File: config.mk
export PLATFORM = sky130hd
export DESIGN_NAME = div
export DESIGN_NICKNAME = d
export VERILOG_FILES = /design/src/rtl/div_pkg.sv /design/src/rtl/div.sv
export SDC_FILE = /design/constraint.sdc
export NUM_CORES = 1
export LEC_CHECK = 0
export CAP_MARGIN = 20
export CORE_UTILIZATION = 45
export CTS_CLUSTER_DIAMETER = 60
export DETAILED_ROUTE_END_ITERATION = 16
export PLACE_DENSITY_LB_ADDON = 0.08
export REMOVE_ABC_BUFFERS = 1
export SYNTH_ARGS = -nofsm -noshare
export SYNTH_HDL_FRONTEND = slang
export SYNTH_SLANG_ARGS = --single-unit
File: constraint.sdc
create_clock -name clk -period 7.82 [get_ports clk]
set_input_delay 1.173 -clock clk [delete_from_list [all_inputs] [get_ports clk]]
set_output_delay 1.173 -clock clk [all_outputs]
set_load 0.005 [all_outputs]
File: src/rtl/div_pkg.sv
// Shared constants and state encoding for the iterative divider
// (also importable by the multiplier).
package div_pkg;

    localparam int unsigned DIV_N     = 32;
    localparam int unsigned DIV_CNT_W = 6;

    typedef enum logic [1:0] {
        IDLE = 2'd0,
        RUN  = 2'd1,
        FIX  = 2'd2
    } div_state_e;

endpackage : div_pkg

File: src/rtl/div.sv
// Signed restoring divider: one quotient bit per cycle, magnitudes internally,
// signs re-applied in a final FIX cycle (quotient truncates toward zero).
module div
    import div_pkg::*;
#(
    parameter int unsigned N = DIV_N
) (
    input  logic         clk,
    input  logic         reset,
    input  logic [N-1:0] x,
    input  logic [N-1:0] y,
    input  logic         div_control,
    output logic [N-1:0] hi,
    output logic [N-1:0] lo,
    output logic         operando,
    output logic         div_zero
);

    div_state_e             r_state;
    div_state_e             w_state_nx;
    logic [N:0]             r_rem;
    logic [N:0]             w_rem_nx;
    logic [N-1:0]           r_quo;
    logic [N-1:0]           w_quo_nx;
    logic [N-1:0]           r_dvs;
    logic [N-1:0]           w_dvs_nx;
    logic [DIV_CNT_W-1:0]   r_cnt;
    logic [DIV_CNT_W-1:0]   w_cnt_nx;
    logic                   r_qsign;
    logic                   w_qsign_nx;
    logic                   r_rsign;
    logic                   w_rsign_nx;
    logic [N-1:0]           w_hi_nx;
    logic [N-1:0]           w_lo_nx;
    logic                   w_operando_nx;
    logic                   w_div_zero_nx;

    logic [N:0]             w_rem_sh;
    logic [N:0]             w_trial;
    logic [N-1:0]           w_quo_sh;

    function automatic logic [N-1:0] abs_val(input logic [N-1:0] v);
        logic [N-1:0] res;
        if (v[N-1]) begin
            res = -v;
        end else begin
            res = v;
        end
        return res;
    endfunction

    // Restoring step: the 33-bit remainder keeps the sign of the trial subtraction
    always_comb begin
        w_rem_sh = {r_rem[N-1:0], r_quo[N-1]};
        w_quo_sh = {r_quo[N-2:0], 1'b0};
        w_trial  = w_rem_sh - {1'b0, r_dvs};
    end

    // Next-state and next-datapath logic
    always_comb begin
        w_state_nx    = r_state;
        w_rem_nx      = r_rem;
        w_quo_nx      = r_quo;
        w_dvs_nx      = r_dvs;
        w_cnt_nx      = r_cnt;
        w_qsign_nx    = r_qsign;
        w_rsign_nx    = r_rsign;
        w_hi_nx       = hi;
        w_lo_nx       = lo;
        w_operando_nx = operando;
        w_div_zero_nx = div_zero;
        case (r_state)
            IDLE: begin
                if (div_control) begin
                    if (y == '0) begin
                        w_div_zero_nx = 1'b1;
                    end else begin
                        w_rem_nx      = '0;
                        w_quo_nx      = abs_val(x);
                        w_dvs_nx      = abs_val(y);
                        w_cnt_nx      = '0;
                        w_qsign_nx    = x[N-1] ^ y[N-1];
                        w_rsign_nx    = x[N-1];
                        w_operando_nx = 1'b1;
                        w_div_zero_nx = 1'b0;
                        w_state_nx    = RUN;
                    end
                end else begin
                    w_state_nx = IDLE;
                end
            end
            RUN: begin
                if (!w_trial[N]) begin
                    w_rem_nx = w_trial;
                    w_quo_nx = w_quo_sh | {{(N-1){1'b0}}, 1'b1};
                end else begin
                    w_rem_nx = w_rem_sh;
                    w_quo_nx = w_quo_sh;
                end
                w_cnt_nx = r_cnt + DIV_CNT_W'(1);
                if (r_cnt == DIV_CNT_W'(N - 1)) begin
                    w_state_nx = FIX;
                end else begin
                    w_state_nx = RUN;
                end
            end
            FIX: begin
                w_lo_nx       = r_qsign ? -r_quo : r_quo;
                w_hi_nx       = r_rsign ? -r_rem[N-1:0] : r_rem[N-1:0];
                w_operando_nx = 1'b0;
                w_state_nx    = IDLE;
            end
            default: begin
                w_operando_nx = 1'b0;
                w_state_nx    = IDLE;
            end
        endcase
    end

    // State register
    always_ff @(posedge clk or negedge reset) begin
        if (!reset) begin
            r_state <= IDLE;
        end else begin
            r_state <= w_state_nx;
        end
    end

    // Datapath and output registers
    always_ff @(posedge clk or negedge reset) begin
        if (!reset) begin
            r_rem    <= '0;
            r_quo    <= '0;
            r_dvs    <= '0;
            r_cnt    <= '0;
            r_qsign  <= 1'b0;
            r_rsign  <= 1'b0;
            hi       <= '0;
            lo       <= '0;
            operando <= 1'b0;
            div_zero <= 1'b0;
        end else begin
            r_rem    <= w_rem_nx;
            r_quo    <= w_quo_nx;
            r_dvs    <= w_dvs_nx;
            r_cnt    <= w_cnt_nx;
            r_qsign  <= w_qsign_nx;
            r_rsign  <= w_rsign_nx;
            hi       <= w_hi_nx;
            lo       <= w_lo_nx;
            operando <= w_operando_nx;
            div_zero <= w_div_zero_nx;
        end
    end

endmodule : div

==> After elaboration in Yosys (flattened, before gate mapping) <==
Cells that the tools add are included.
{ "totals": {"out_inout_bits": 66, "elab_cells": 56, "ff_bits": 172, "input_bits": 67} }
{ "op_classes": {"n_mux": 23, "reduce_logical": 7, "bitwise": 3, "eq_ne": 6, "addsub": 6} }
{ "ops": {"columns": ["op", "n"], "rows": [
  ["$mux 32", 9],
  ["$neg 32->32", 4],
  ["$pmux 32 s2", 2],
  ["$sub 33x32->33", 1],
  ["$logic_not 32->1", 1],
  ["$mux 6", 2],
  ["$pmux 6 s2", 1],
  ["$reduce_and 3->1", 3],
  ["$add 6x1->6 const B", 1],
  ["$eq 6x5->1 const B", 1],
  ["$mux 2", 3],
  ["$mux 1", 4],
  ["$ne 2x2->1 const B", 2],
  ["$pmux 2 s2", 1],
  ["$ne 3x3->1 const B", 1],
  ["$eq 2x1->1 const B", 1],
  ["$eq 2x2->1 const B", 1],
  ["$logic_not 2->1", 1],
  ["$not 1->1", 2],
  ["$pmux 1 s2", 1],
  ["$reduce_and 2->1", 1],
  ["$reduce_bool 2->1", 1],
  ["$xor 1x1->1", 1]
]} }

==> Longest topological paths before layout <==
{ "logic_depth": {"depth_word": 5, "depth_mapped": 14, "mapped_depth_nobuf": 13} }

==> Worst setup path before layout <==
Ideal clock, no wire load.
{ "synth_timing": {"path_type": "input to register", "from": "input y[10]", "to": "register r_quo[11]", "setup_ns": 0.127, "stages": 11, "t_arrival_ns": 3.977, "slack_ns": 3.716, "required_ns": 7.693, "n_path_buf": 3, "cell_sequence": "or4_4 -> or3_1 -> or4_4 -> nand2b_4 -> or4_1 -> buf_2 -> and2_4 -> buf_6 -> buf_6 -> a222oi_1 -> inv_1"} }
{ "synth_between": {"elab_chain_cells": 3} }
{ "synth_lines": {"columns": ["element", "line_no", "source"], "rows": [
  ["from (decl)", "div.sv:11", "input logic [N-1:0] y,"],
  ["$logic_not 32->1", "div.sv:75", "if (y == '0) begin"],
  ["$ne 2x2->1 (no line)", null, null],
  ["$reduce_and 3->1 (no line)", null, null],
  ["to (signal assigned)", "div.sv:144", "r_quo <= w_quo_nx;"],
  ["to (decl)", "div.sv:23", "logic [N-1:0] r_quo;"]
]} }
Every way passes these cells.
A chain may end at the register's enable or synchronous reset.

==> Worst setup path in the final report <==
{ "layout_timing": {"from": "input y[7]", "to": "register r_quo[31]"} }
Same word-level chain as after synthesis.

==> results.cfg <==
[outcome]
status = finished clean

[sta]
finalMaxSlewViolations = 0
worst_clock_skew_ns = 0.0140
setup_slack_ns = 3.07
setup_viol = 0
maxSlewHeadroom_pct = 33.8
tightest_slew_ns = 0.993
post-route-period-util_pct = 60.8
rsz0062_at_grt = false
fin_crit_ns = 4.75
hold_viol = 0
fmaxAchievable_mhz = 210
tns_ns = 0

[logic_synthesis]
yosys-top-cells-count = 186 x nand2_1, 172 x dfrtp_1, 159 x o21ai_0
async_flop_share_pct = 100
synth_area_leader_cell = dfrtp_1
avgSynthCellArea_um2 = 8.65
synth_seq_area_share_pct = 39.8
synth_edf_count = 0
synthAdderAreaFrac_pct = 4.47
ys_warn_count = 0
synth_top_cell_area_share_pct = 39.8
yosysMostFrequentCell = nand2_1
synth_top_family_by_area = compound AO/OA/AOI/OAI gates
synthSimpleGateAreaFrac_pct = 15.6
synth.distinct_cells = 65
synth-xor-area-share_pct = 12.2
synth_seq_cells = 172
synth_mux_area_share_pct = 0.938
yosys-top-cells-area = dfrtp_1 40%, xor2_1 7.5%, o21ai_0 7.4%
postSynthCellCount = 1249
synthFlopType = dfrtp_1
synth_compound_area_share_pct = 21.8
synthesis.area_mm2 = 0.0108

[die]
die_w_um = 157
core_mm2 = 0.0235
die_area_mm2 = 0.0246
pin_count = 133
die_h_um = 157
std_cell_rows = 56
start_util_pct = 45.9

[placed_design]
dp_hpwl_mm = 19.1
dpl_cell_area_mm2 = 0.0123
dpl.cell_count = 1645
portBuffers = 132
gp_congestion = 0.872
pre_cts_slack_ns = 2.63

[final_layout]
area.growth.synth_to_final_pct = 19.2
drive_gt1_share_pct = 4.71
antennaDiodeCount = 0
nNetsFinal = 1450
final_area_mm2 = 0.0129
final_cells = 1677

[clock_network]
cts_hold_buffers = 0
htree_levels = 4
path_clk_slew_ns = 0.06
post_cts_resized = 0
cts.sinks = 172
cts_made_buffers = 17
cts_tree = yes
insertion_delay_ns = 0.43
clock_path_buffers = 2
postCtsSetupBuffers = 0
root_buffer = clkbuf_16

[route]
via_per_inst = 5.43
firstDrtPassIters = 6
vias = 9114
ant_nets = 0
drc_errors = 0
drt_iter0_drc = 646
routed_wl_mm = 26.8
wl_per_cell_um = 16.0

[run]
maxCapViolations = 0

[worst_setup_path]
max_stage_delay_ns = 0.60
cp.arrival_ns = 5.03
worst-r2r-setup-slack_ns = 3.43
path_cells = clkdlybuf4s50_1 -> or4_4 -> or3_1 -> or4_4 -> nand2b_4 -> or4_1 -> nand2_1 -> buf_4 -> nor3_1 -> a21oi_1 -> o21ai_0
crit_top_cell = or4_4
crit_type = in2reg
crit_path_end_kind = register
crit_slowest_cell = or4_1
cp-start-kind = input pin
worstPathRequired_ns = 8.09
cp_max_fo = 30

[power_and_ir_drop]
power.leakage_nw = 5.54
max-vdd-ir-drop_v = 0.000178
power.density_mw_per_mm2 = 418

[worst_hold_path]
hold_class = reg2reg

[global_routing]
grt_pass1_wl_mm = 44.6
grt_pass1_vias = 8722
antenna_found_initial = 0
gr-total-overflow = 0
grt_use_total_pct = 23.0
grt_max_degree = 67
[registers in the layout (all words and copies together), names as in the netlist, 2 cells and up]
name	cells
r_rem	32
r_cnt	6
r_state	2
r_dvs	32
r_quo	32
lo	32
hi	32
[metal layers]
layer	wire (µm)	GRT usage, %	vias up	part of all wire [%]
li1	-	-	4618	-
met1	12800	31.5	4308	48
met2	12900	38.1	175	48
met3	919	3.50	13	3.4
met4	204	5.28	0	0.76
met5	0	0	-	0
[cell usage in the layout (no fill, tap or decap), types with 42 or more instances in the layout]
| cell type | Yosys | routed |
|---|---|---|
| nand2_1 | 186 | 185 |
| clkdlybuf4s50_1 | 0 | 131 |
| xnor2_1 | 58 | 58 |
| dfrtp_1 | 172 | 172 |
| nor2_1 | 51 | 50 |
| o21ai_0 | 159 | 159 |
| o21ai_1 | 42 | 42 |
| a21oi_1 | 49 | 49 |
| xor2_1 | 93 | 93 |
| inv_1 | 67 | 67 |
[cells by family (layout without fill, tap and decap cells)]
logic type | after synthesis | after routing
DFF | 172 | 172
buffers and inverters | 133 | 242
AOI/OAI and AO/OA | 384 | 384
and+or+nand+nor | 361 | 361
xor gates and xnor gates | 151 | 151
adders and majority gates | 38 | 38
muxes | 10 | 10
[layout make-up]
type | instances | area, µm²
Timing Repair Buffer | 143 | 1410
Sequential cell | 172 | 4300
Tap cell | 319 | 399
Clock buffer | 19 | 453
Inverter | 67 | 251
Fill cell | 2293 | 10700
Multi-Input combinational cell | 944 | 5960
Clock inverter | 13 | 109
[worst max-delay path: cells and delay by family]
family,cells,cell delay (ns)
AOI/OAI and AO/OA,2,0.23
and+or+nand+nor,7,2.67
buffers and inverters,2,0.94
[report_power, final]
| group | leakage [nW] | internal (mW) | switching [mW] | total, mW |
|---|---|---|---|---|
| Clock | 0.281 | 0.432 | 0.385 | 0.817 |
| Sequential | 2.13 | 1.27 | 0.400 | 1.67 |
| Combinational | 3.13 | 1.34 | 1.55 | 2.89 |
| Total | 5.54 | 3.05 | 2.34 | 5.38 |
[metrics by stage]
step | hold slack [ns] | total power [mW] | utilization, %
global placement | 0.460 | 4.53 | 52.3
detailed placement | 0.469 | 4.57 | 52.3
finish | 0.474 | 5.38 | 54.7
global route | 0.495 | 5.88 | 54.7
floorplan | 0.449 | 3.68 | -
CTS | 0.484 | 5.42 | 54.7
[worst paths after layout]
check / startpoint / end / cells after the start
worst min register to register: hi[25] / hi[25] / 2
max in group asynchronous: reset / r_quo[1] / 2
min in group asynchronous: reset / hi[17] / 1
worst max register to register: r_quo[31] / r_quo[0] / 13
worst min-delay path: hi[25] / hi[25] / 2
worst max-delay path: y[7] / r_quo[31] / 11
Note: power is estimated with default switching activity, not from simulation.
